## config.mk

```make
export PLATFORM = sky130hd
export DESIGN_NAME = nmos_ldr_chain
export DESIGN_NICKNAME = d
export VERILOG_FILES = /design/src/rtl/nmos_ldr_chain.sv
export SDC_FILE = /design/constraint.sdc
export NUM_CORES = 1
export LEC_CHECK = 0
export CAP_MARGIN = 20
export CELL_PAD_IN_SITES_DETAIL_PLACEMENT = 0
export CELL_PAD_IN_SITES_GLOBAL_PLACEMENT = 2
export CORE_MARGIN = 3
export CORE_UTILIZATION = 33
export CTS_BUF_LIST = sky130_fd_sc_hd__clkbuf_8
export DETAILED_ROUTE_END_ITERATION = 10
export PLACE_DENSITY_LB_ADDON = 0.1
export SYNTH_ARGS = -nofsm -noshare
export SYNTH_HDL_FRONTEND = slang
export SYNTH_SLANG_ARGS = --single-unit
export TNS_END_PERCENT = 50
```

## constraint.sdc

```tcl
create_clock -name main_clk -period 2.2 [get_ports main_clk]
set_input_delay 0.44 -clock main_clk [delete_from_list [all_inputs] [get_ports main_clk]]
set_output_delay 0.44 -clock main_clk [all_outputs]
set_load 0.02 [all_outputs]
```

## src/rtl/nmos_ldr_chain.sv

```systemverilog
// -----------------------------------------------------------------------------
// nmos_ldr_chain
//
// Multi-bit, multi-stage two-phase load/shift register chain. Each stage is a
// master/slave register pair clocked by main_clk. The C2 enable (PHI2) moves
// data into the masters, and the C1 enable (PHI1) moves masters into slaves.
// The chain supports parallel load into stage 0, shift, recirculation of the
// last stage back into stage 0, a shift-step counter modulo DEPTH with a wrap
// pulse, and a sticky flag for phase overlap (C1 and C2 at the same edge).
//
// Parameters
//   WIDTH    bits per stage (>= 1)
//   DEPTH    number of stages (>= 2)
//   RST_VAL  reset value of every master and slave register
//
// Ports
//   main_clk  in   system clock, all state changes on the rising edge
//   main_rst  in   synchronous active-high reset, overrides everything
//   C1        in   PHI1 enable: every slave takes its own master
//   C2        in   PHI2 enable: qualifies shift capture into the masters
//   LD        in   parallel load of D into the stage-0 master
//   D         in   load data, WIDTH bits
//   SH        in   shift enable, effective only together with C2
//   RC        in   recirculate: a shift feeds the last slave into stage 0
//   Q         out  last-stage slave
//   Q_ALL     out  all slaves, stage k at bits [k*WIDTH +: WIDTH]
//   CNT       out  shift-step count modulo DEPTH
//   WRAP      out  one-cycle pulse after CNT wraps DEPTH-1 -> 0
//   PERR      out  sticky phase-overlap error, cleared only by reset
// -----------------------------------------------------------------------------
module nmos_ldr_chain #(
    parameter int               WIDTH   = 8,
    parameter int               DEPTH   = 4,
    parameter logic [WIDTH-1:0] RST_VAL = '0
) (
    input  logic                                        main_clk,
    input  logic                                        main_rst,
    input  logic                                        C1,
    input  logic                                        C2,
    input  logic                                        LD,
    input  logic [WIDTH-1:0]                            D,
    input  logic                                        SH,
    input  logic                                        RC,
    output logic [WIDTH-1:0]                            Q,
    output logic [WIDTH*DEPTH-1:0]                      Q_ALL,
    output logic [((DEPTH > 2) ? $clog2(DEPTH) : 1)-1:0] CNT,
    output logic                                        WRAP,
    output logic                                        PERR
);

    localparam int CW = (DEPTH > 2) ? $clog2(DEPTH) : 1;
    localparam logic [CW-1:0] CNT_LAST = CW'(DEPTH - 1);

    logic [WIDTH-1:0] r_master [DEPTH];
    logic [WIDTH-1:0] r_slave  [DEPTH];
    logic [WIDTH-1:0] w_master_nxt [DEPTH];
    logic [WIDTH-1:0] w_slave_nxt  [DEPTH];

    logic [CW-1:0] r_cnt;
    logic [CW-1:0] w_cnt_nxt;
    logic          r_wrap;
    logic          r_perr;

    logic w_shift;
    logic w_cnt_last;
    logic w_wrap_nxt;
    logic w_overlap;

    assign w_shift    = C2 & SH;
    assign w_cnt_last = (r_cnt == CNT_LAST);
    assign w_overlap  = C1 & C2;

    // Next-state of the chain. Everything reads pre-edge register values only,
    // so a master updated at this edge is not seen by its slave until the next
    // C1 edge; under phase overlap both transfers simply use the old values.
    always_comb begin
        for (int k = 0; k < DEPTH; k++) begin
            w_master_nxt[k] = r_master[k];
            w_slave_nxt[k]  = C1 ? r_master[k] : r_slave[k];
        end

        // Load beats recirculation; a plain shift leaves stage 0 holding.
        if (LD) begin
            w_master_nxt[0] = D;
        end else if (w_shift && RC) begin
            w_master_nxt[0] = r_slave[DEPTH-1];
        end

        for (int k = 1; k < DEPTH; k++) begin
            if (w_shift) begin
                w_master_nxt[k] = r_slave[k-1];
            end
        end
    end

    always_comb begin
        w_cnt_nxt  = r_cnt;
        w_wrap_nxt = 1'b0;
        if (w_shift) begin
            if (w_cnt_last) begin
                w_cnt_nxt  = '0;
                w_wrap_nxt = 1'b1;
            end else begin
                w_cnt_nxt = r_cnt + CW'(1);
            end
        end
    end

    always_ff @(posedge main_clk) begin
        if (main_rst) begin
            for (int k = 0; k < DEPTH; k++) begin
                r_master[k] <= RST_VAL;
                r_slave[k]  <= RST_VAL;
            end
        end else begin
            for (int k = 0; k < DEPTH; k++) begin
                r_master[k] <= w_master_nxt[k];
                r_slave[k]  <= w_slave_nxt[k];
            end
        end
    end

    always_ff @(posedge main_clk) begin
        if (main_rst) begin
            r_cnt  <= '0;
            r_wrap <= 1'b0;
            r_perr <= 1'b0;
        end else begin
            r_cnt  <= w_cnt_nxt;
            r_wrap <= w_wrap_nxt;
            r_perr <= r_perr | w_overlap;
        end
    end

    assign Q    = r_slave[DEPTH-1];
    assign CNT  = r_cnt;
    assign WRAP = r_wrap;
    assign PERR = r_perr;

    for (genvar g = 0; g < DEPTH; g++) begin : g_qall
        assign Q_ALL[g*WIDTH +: WIDTH] = r_slave[g];
    end

endmodule

```

======== Word level (Yosys, flattened, before mapping) ========
Memories as Yosys holds them, arrays and structs flattened.
Index checks and enable logic that the tools add are counted.
operators by class
  reductions and logical operators ........ 2
  muxes and demuxes ....................... 22
  $add $sub $neg .......................... 1
  bitwise logic cells ..................... 12
  equality and inequality tests ........... 1
operators by type and width
  cell                                                           number
  8-bit two-way mux                                              17
  1-bit OR                                                       9
  1-bit two-way mux                                              4
  2-bit by 1-bit adder with 2-bit output, second input constant  1
  1-bit bitwise AND                                              2
  2-bit == test, second input constant                           1
  2-bit two-way mux                                              1
  2-bit OR reduction                                             1
  1-bit logical AND                                              1
  1-bit inverter                                                 1
storage, ports and cells
  memories kept ........................... 2
  register bits ........................... 4
  input bits .............................. 15
  output and inout bits ................... 44
  memory bits (writable) .................. 64
memories
  memory    words  width  rd ports  clocked after memory_dff  write ports  RTL line  RTL
  r_master  4      8      4         0                         4            54        logic [WIDTH-1:0] r_master [DEPTH];
  r_slave   4      8      4         0                         4            55        logic [WIDTH-1:0] r_slave [DEPTH];

======== Depth between registers and ports, before layout ========
Gate-level depths: netlist of the first run.
  word-level depth ........................ 5
  gate-level depth with buffers ........... 5

======== Worst setup path before layout of the first run ========
No wires, ideal clock.
  path type ............................... input port to flip-flop
  start ................................... input port LD
  end ..................................... memory r_master[0][2]
  stages .................................. 4
  library setup time ...................... 0.086 ns
  path buffers ............................ 2
  arrival time ............................ 1.154 ns
  required time ........................... 2.114 ns
  path slack .............................. 0.960 ns
  cells stage by stage .................... clkbuf_1 -> buf_2 -> a31oi_1 -> a221oi_2
RTL lines
  element      RTL line  RTL
  from (decl)  40        input logic LD,
  to (decl)    54

==> flow_summary_export.csv, run 1 <==
group,metric,value,unit
timing,max_freq,541.2,MHz
worst_setup_path,cp_max_fo,3,
clock_network,cts_tree,"yes",
yosys,synth_seq_area_share,53.52,%
clock_network,clock-sinks,68,
placed_design,dp_hpwl,4102,um
clock_network,cts_hold_buf,0,
worst_setup_path,path_depth,1,
timing,setup_tns,0,ns
timing,rsz0062_at_grt,"no",
timing,finalSetupViolCount,0,
timing,max_slew_margin,60.48,%
route,drt_first_iter_violations,104,
yosys,syn_inst,278,
yosys,synthTopCellsByArea,"dfxtp_1 (54%), mux2i_1 (13%), nand2_1 (8.7%), nor2_1 (5.2%), a21oi_1 (5.1%)",
route,routed_via_density,4.678,
hold_path,min_path_type,"register to register",
worst_setup_path,rr_worst_depth,2,
floorplanning,die_area,8798,um^2
clock_network,path_clk_slew,0.07,ns
route,dr_wl_met2,2644,um
clock_network,cts_setup_buffers,0,
global_routing,track_usage,14.80,%
floorplanning,fp.dieW,93.80,um
route,wire_per_inst,14.46,um
route,ant_nets,0,
yosys,synth_commonest_cells,"dfxtp_1 (68), nand2_1 (59), nor2_1 (35)",
route,drc,0,
job,cap_violations,0,
worst_setup_path,slowest_delay,0.64,ns
run_status,outcome,"finished clean",
yosys,yosys_warnings,0,
power_and_ir_drop,cellLeakagePower,0.001285,uW
worst_setup_path,cpLargestDelayFamily,"buffers and inverters",
yosys,syn-cell-area,2544,um^2
worst_setup_path,crit_chain,"clkdlybuf4s50_1",
placed_design,placed_cells,412,
floorplanning,rows,31,
worst_setup_path,endpoint_kind,"output port",
floorplanning,fp.dieH,93.80,um
placed_design,dpl_cell_area,3158,um^2
timing,fin_skew,0.009949,ns
yosys,yosysTopAreaCellShare,53.52,%
global_routing,grt_max_degree,49,
timing,hold_viol,0,
layout,stdcell_count,425,
yosys,synthDistinctLibCells,17,
floorplanning,core-area,7370,um^2
layout,fill_cells,756,
yosys,synth_top_cell_by_area,"dfxtp_1",
timing,final_max_slew_viol_count,0,
route,wl_met3,251,um
layout,final_area,3337,um^2
yosys,synth_ff_type,"dfxtp_1",
hold_path,whs_path_depth,2,
layout,drive_above_1_share,7.362,%
clock_network,clk_path_buf_depth,2,
global_routing,grt_pass1_vias,1869,
worst_setup_path,arrival,1.41,ns
placed_design,place_congestion,0.6873,
placed_design,port_buffers,58,
route,first_pass_iters,4,
route,vias,1988,
layout,nets,340,
timing,worstMarginPinSlew,0.5910,ns
power_and_ir_drop,ir_drop,0.3198,mV
global_routing,antenna_found_initial,0,
floorplanning,initial_core_util,34.52,%
yosys,async_flop_share,0,%
route,met1_length,3189,um
yosys,synth_nets,294,
timing,post-route-min-period,1.848,ns
yosys,synth_area_per_cell,9.150,um^2
worst_setup_path,path_class,"register to output port",
global_routing,overflow,0,
clock_network,cts.htree.levels,3,
yosys,synth.ff_latch_count,68,
global_routing,grt_pass1_wl,9970,um
route,wl,6144,um
clock_network,cts-resized-gates,0,
layout,post-route-util,45.28,%
power_and_ir_drop,power_density,724.0,nW/um^2
yosys,synth-edff-count,0,
layout,syn2layout_area_growth,31.19,%
layout,diodes,0,
worst_setup_path,cp-start-kind,"register",
clock_network,clk_latency,0.33,ns
clock_network,cts_root_buffer,"clkbuf_8",
yosys,yosysMostFrequentCell,"dfxtp_1",
clock_network,cts_buffers,9,
worst_setup_path,slowest_stage,"clkdlybuf4s50_1",
worst_setup_path,path_buf_inv,1,
floorplanning,num_io_pins,59,
route,highest_layer,"met4",
timing,period_share,83.99,%
worst_setup_path,crit_required,1.76,ns
where the power goes:
group	total, uW	switching [uW]	internal (uW)
clock network	954	422	532
logic	191	107	84.9
registers	1270	16.6	1250
total	2420	545	1870
cells by family (layout without fill, tap and decap cells):
kind of cell,Yosys count,after routing,synth area share [%]
DFF,68,68,53.52
and+or+nand+nor,97,97,14.61
muxes,33,33,12.99
AOI/OAI and AO/OA,42,42,10.82
adders and majority gates,1,1,0.4918
buffers and inverters,37,85,7.575
routing by layer:
layer,GRT usage [%],vias to the layer above
li1,-,1007
met1,22.02,939
met2,20.17,38
met3,3.045,4
met4,6.859,0
met5,0,-
final timing paths:
| path | end | start | slack [ns] |
|---|---|---|---|
| worst max register to register | r_master[0][3]$_SDFFE_PP0P_ | r_slave[3][3]$_SDFFE_PP0P_ | 1.31 |
| worst min register to register | r_master[3][6]$_SDFFE_PP0N_ | r_master[3][6]$_SDFFE_PP0N_ | 0.46 |
| worst min-delay path | r_master[3][6]$_SDFFE_PP0N_ | r_master[3][6]$_SDFFE_PP0N_ | 0.46 |
| worst max-delay path | Q_ALL[2] | r_slave[0][2]$_SDFFE_PP0P_ | 0.35 |
stage by stage:
stage,total power (uW),setup WS [ns],hold WS (ns)
2_1_floorplan,1412,0.9597,0.4360
3_3_place_gp,1493,0.3903,0.4423
3_5_place_dp,1492,0.3557,0.4476
4_1_cts,2459,0.3305,0.4564
5_1_grt,2527,0.3177,0.4710
6_report,2416,0.3523,0.4560
area by class of cell:
type	count	area, um^2	area share, %
Clock inverter	3	41.29	1.237
Clock buffer	10	137.6	4.124
Tap cell	99	123.9	3.712
Inverter	8	30.03	0.8999
Multi-Input combinational cell	173	989.7	29.66
Sequential cell	68	1361	40.80
Timing Repair Buffer	64	653.1	19.57
registers in the layout, indices dropped and copies added (netlist names):
name      count
CNT           2
PERR          1
WRAP          1
r_master     32
r_slave      32
cell usage in the layout, fill, tap and decap left out, types with 4 or more instances in the layout:
master,synthesis,routed
a21oi_1,26,26
a221oi_2,4,4
nor2_1,35,35
dfxtp_1,68,68
clkbuf_8,0,10
a221oi_1,4,4
clkdlybuf4s50_1,0,56
mux2i_1,33,33
nand2_1,59,59
a31oi_1,8,8
inv_1,8,9
worst register-to-register path: stages (launching register included):
cell and delay (ns):
dfxtp_1 0.42, a31oi_1 0.13, a221oi_2 0.26
(Power assumes the default switching activity.)
==> run 2: changes to the inputs <==
CORE_UTILIZATION = 31   (was 33)
clock period = 1.75 ns   (was 2.2 ns; I/O delays follow)
==> run 2 against run 1 <==
Combinational power rose by 36%. Non-clock buffer count is 5 higher. Global-route usage is 0.091 points higher. Critical endpoint is now Q_ALL[7].
==> flow_summary_export.csv, run 2 (synthesis results as in run 1) <==
group,metric,value,unit
route,wire_per_inst,14.79,um
clock_network,cts_setup_buffers,0,
hold_path,worst_hold_path.endpoint,"CNT[0]$_SDFFE_PP0N_",
clock_network,clock-sinks,68,
timing,holdWs,0.4483,ns
layout,multi_input_area,989.7,um^2
floorplanning,rows,32,
global_routing,track_usage,14.89,%
worst_setup_path,cp_max_fo,3,
global_routing,antenna_found_initial,0,
clock_network,clk_latency,0.33,ns
clock_network,cts_tree,"yes",
timing,fin_skew,0.007012,ns
timing,worstMarginPinSlew,0.4731,ns
power_and_ir_drop,ir_drop,0.4656,mV
timing,finalSetupViolCount,0,
worst_setup_path,reg2reg_slack,0.81,ns
worst_setup_path,cp-start-kind,"register",
worst_setup_path,path_buf_inv,1,
job,cap_violations,0,
worst_setup_path,arrival,1.34,ns
route,ant_nets,0,
timing,max_freq,590.6,MHz
timing,max_slew_margin,68.46,%
layout,layout_commonest_cell,"dfxtp_1",
layout,diodes,0,
clock_network,cts_root_buffer,"clkbuf_8",
route,routed_via_density,4.509,
route,first_pass_iters,4,
worst_setup_path,rr_worst_depth,2,
layout,drive_above_1_share,9.581,%
worst_setup_path,r2r_start,"r_slave[3][4]$_SDFFE_PP0P_",
floorplanning,num_io_pins,59,
layout,regArea,1361,um^2
clock_network,clk_path_buf_depth,2,
hold_path,min_path_type,"input pin to register",
placed_design,dp_hpwl,4231,um
layout,layout_common_cells,"dfxtp_1 (68), nand2_1 (59), clkdlybuf4s50_1 (41), nor2_1 (35), mux2i_1 (33)",
timing,hold_viol,0,
floorplanning,initial_core_util,32.41,%
timing,setup_tns,0,ns
hold_path,whs_path_depth,2,
route,drt_first_iter_violations,71,
global_routing,overflow,0,
worst_setup_path,slowest_delay,0.62,ns
global_routing,grt_pass1_vias,1902,
floorplanning,die_area,9329,um^2
worst_setup_path,crit_required,1.40,ns
global_routing,grt_pass1_wl,10340,um
power_and_ir_drop,cellLeakagePower,0.001524,uW
worst_setup_path,path_class,"register to output port",
hold_path,min_from,"main_rst",
clock_network,cts_buffers,9,
floorplanning,fp.dieH,96.59,um
timing,final_max_slew_viol_count,0,
layout,fill_cells,826,
clock_network,path_clk_slew,0.07,ns
timing,period_share,96.75,%
worst_setup_path,slowest_stage,"clkdlybuf4s50_1",
layout,syn2layout_area_growth,36.89,%
power_and_ir_drop,power_density,989.3,nW/um^2
placed_design,port_buffers,58,
clock_network,cts_hold_buf,0,
worst_setup_path,cpLargestDelayFamily,"buffers and inverters",
route,drc,0,
route,vias,1966,
floorplanning,fp.dieW,96.59,um
route,wl,6449,um
run_status,outcome,"finished clean",
timing,post-route-min-period,1.693,ns
power_and_ir_drop,fin_total_pwr,3445,uW
layout,nets,345,
timing,rsz0062_at_grt,"no",
worst_setup_path,crit_chain,"clkdlybuf4s50_1",
placed_design,place_congestion,0.6880,
worst_setup_path,endpoint_kind,"output port",
global_routing,grt_max_degree,34,
floorplanning,core-area,7848,um^2
worst_setup_path,r2r_end,"r_master[0][4]$_SDFFE_PP0P_",
clock_network,cts.htree.levels,3,
run 2: area by class of cell:
class / count / share of cell area [%]
clock buffers: 11 / 4.348
repair buffers: 69 / 20.77
flip-flops and latches: 68 / 39.09
clock inverters: 5 / 2.839
inverters: 8 / 0.8624
well taps: 102 / 3.665
multi-input cells: 173 / 28.42
run 2: timing repair:
item                                    in CTS  in global routing
gates resized for setup                      8                  7
pin swaps                                    0                  0
endpoints found under the setup margin       8                  7
run 2: report_power, final:
group,switching [uW],leakage (uW),internal [uW]
registers,19.6,0.000551,1580
clock network,573,0.000131,1020
logic,139,0.000842,119
total,732,0.00152,2710
run 2: per-stage QoR:
stage          instance area (um^2)  utilization (%)  setup slack, ns  instances
2_1_floorplan                  2544                -           0.5997        278
3_3_place_gp                   3224            41.09          0.08849        420
3_5_place_dp                   3224            41.09          0.03656        420
4_1_cts                        3465            44.15         0.004265        436
5_1_grt                        3482            44.37       0.00009925        436
6_report                       3482            44.37          0.05683        436
run 2: worst reg2reg max path, cell delays in order (launching register included):
cell and delay [ns]:
dfxtp_1 0.45, a31oi_1 0.12, a221oi_1 0.28
run 2: worst max path at each step:
stage	from	to	slack, ns	cells past startpoint
2_1_floorplan	LD	r_master[0][2]$_SDFFE_PP0P_	0.60	4
4_1_cts	r_slave[3][1]$_SDFFE_PP0P_	Q_ALL[25]	0.004	1
5_1_grt	r_slave[3][0]$_SDFFE_PP0P_	Q_ALL[24]	0.0001	1
3_5_place_dp	SH	r_master[0][4]$_SDFFE_PP0P_	0.04	5
6_report	r_slave[0][7]$_SDFFE_PP0P_	Q_ALL[7]	0.06	1
3_3_place_gp	SH	r_master[0][4]$_SDFFE_PP0P_	0.09	5
run 2: routing by layer:
metal | vias up | GRT usage, % | share of wire, %
li1 | 1014 | - | -
met1 | 906 | 21.98 | 51
met2 | 36 | 20.06 | 42
met3 | 10 | 3.098 | 4.1
met4 | 0 | 7.710 | 2.0
met5 | - | 0 | 0
==> run 3: changes to the inputs <==
ABC_CLOCK_PERIOD_IN_PS = 1750   (was unset)
==> results of run 3 <==
Same layout as run 2: the final DEF is identical, and so are final timing and power.
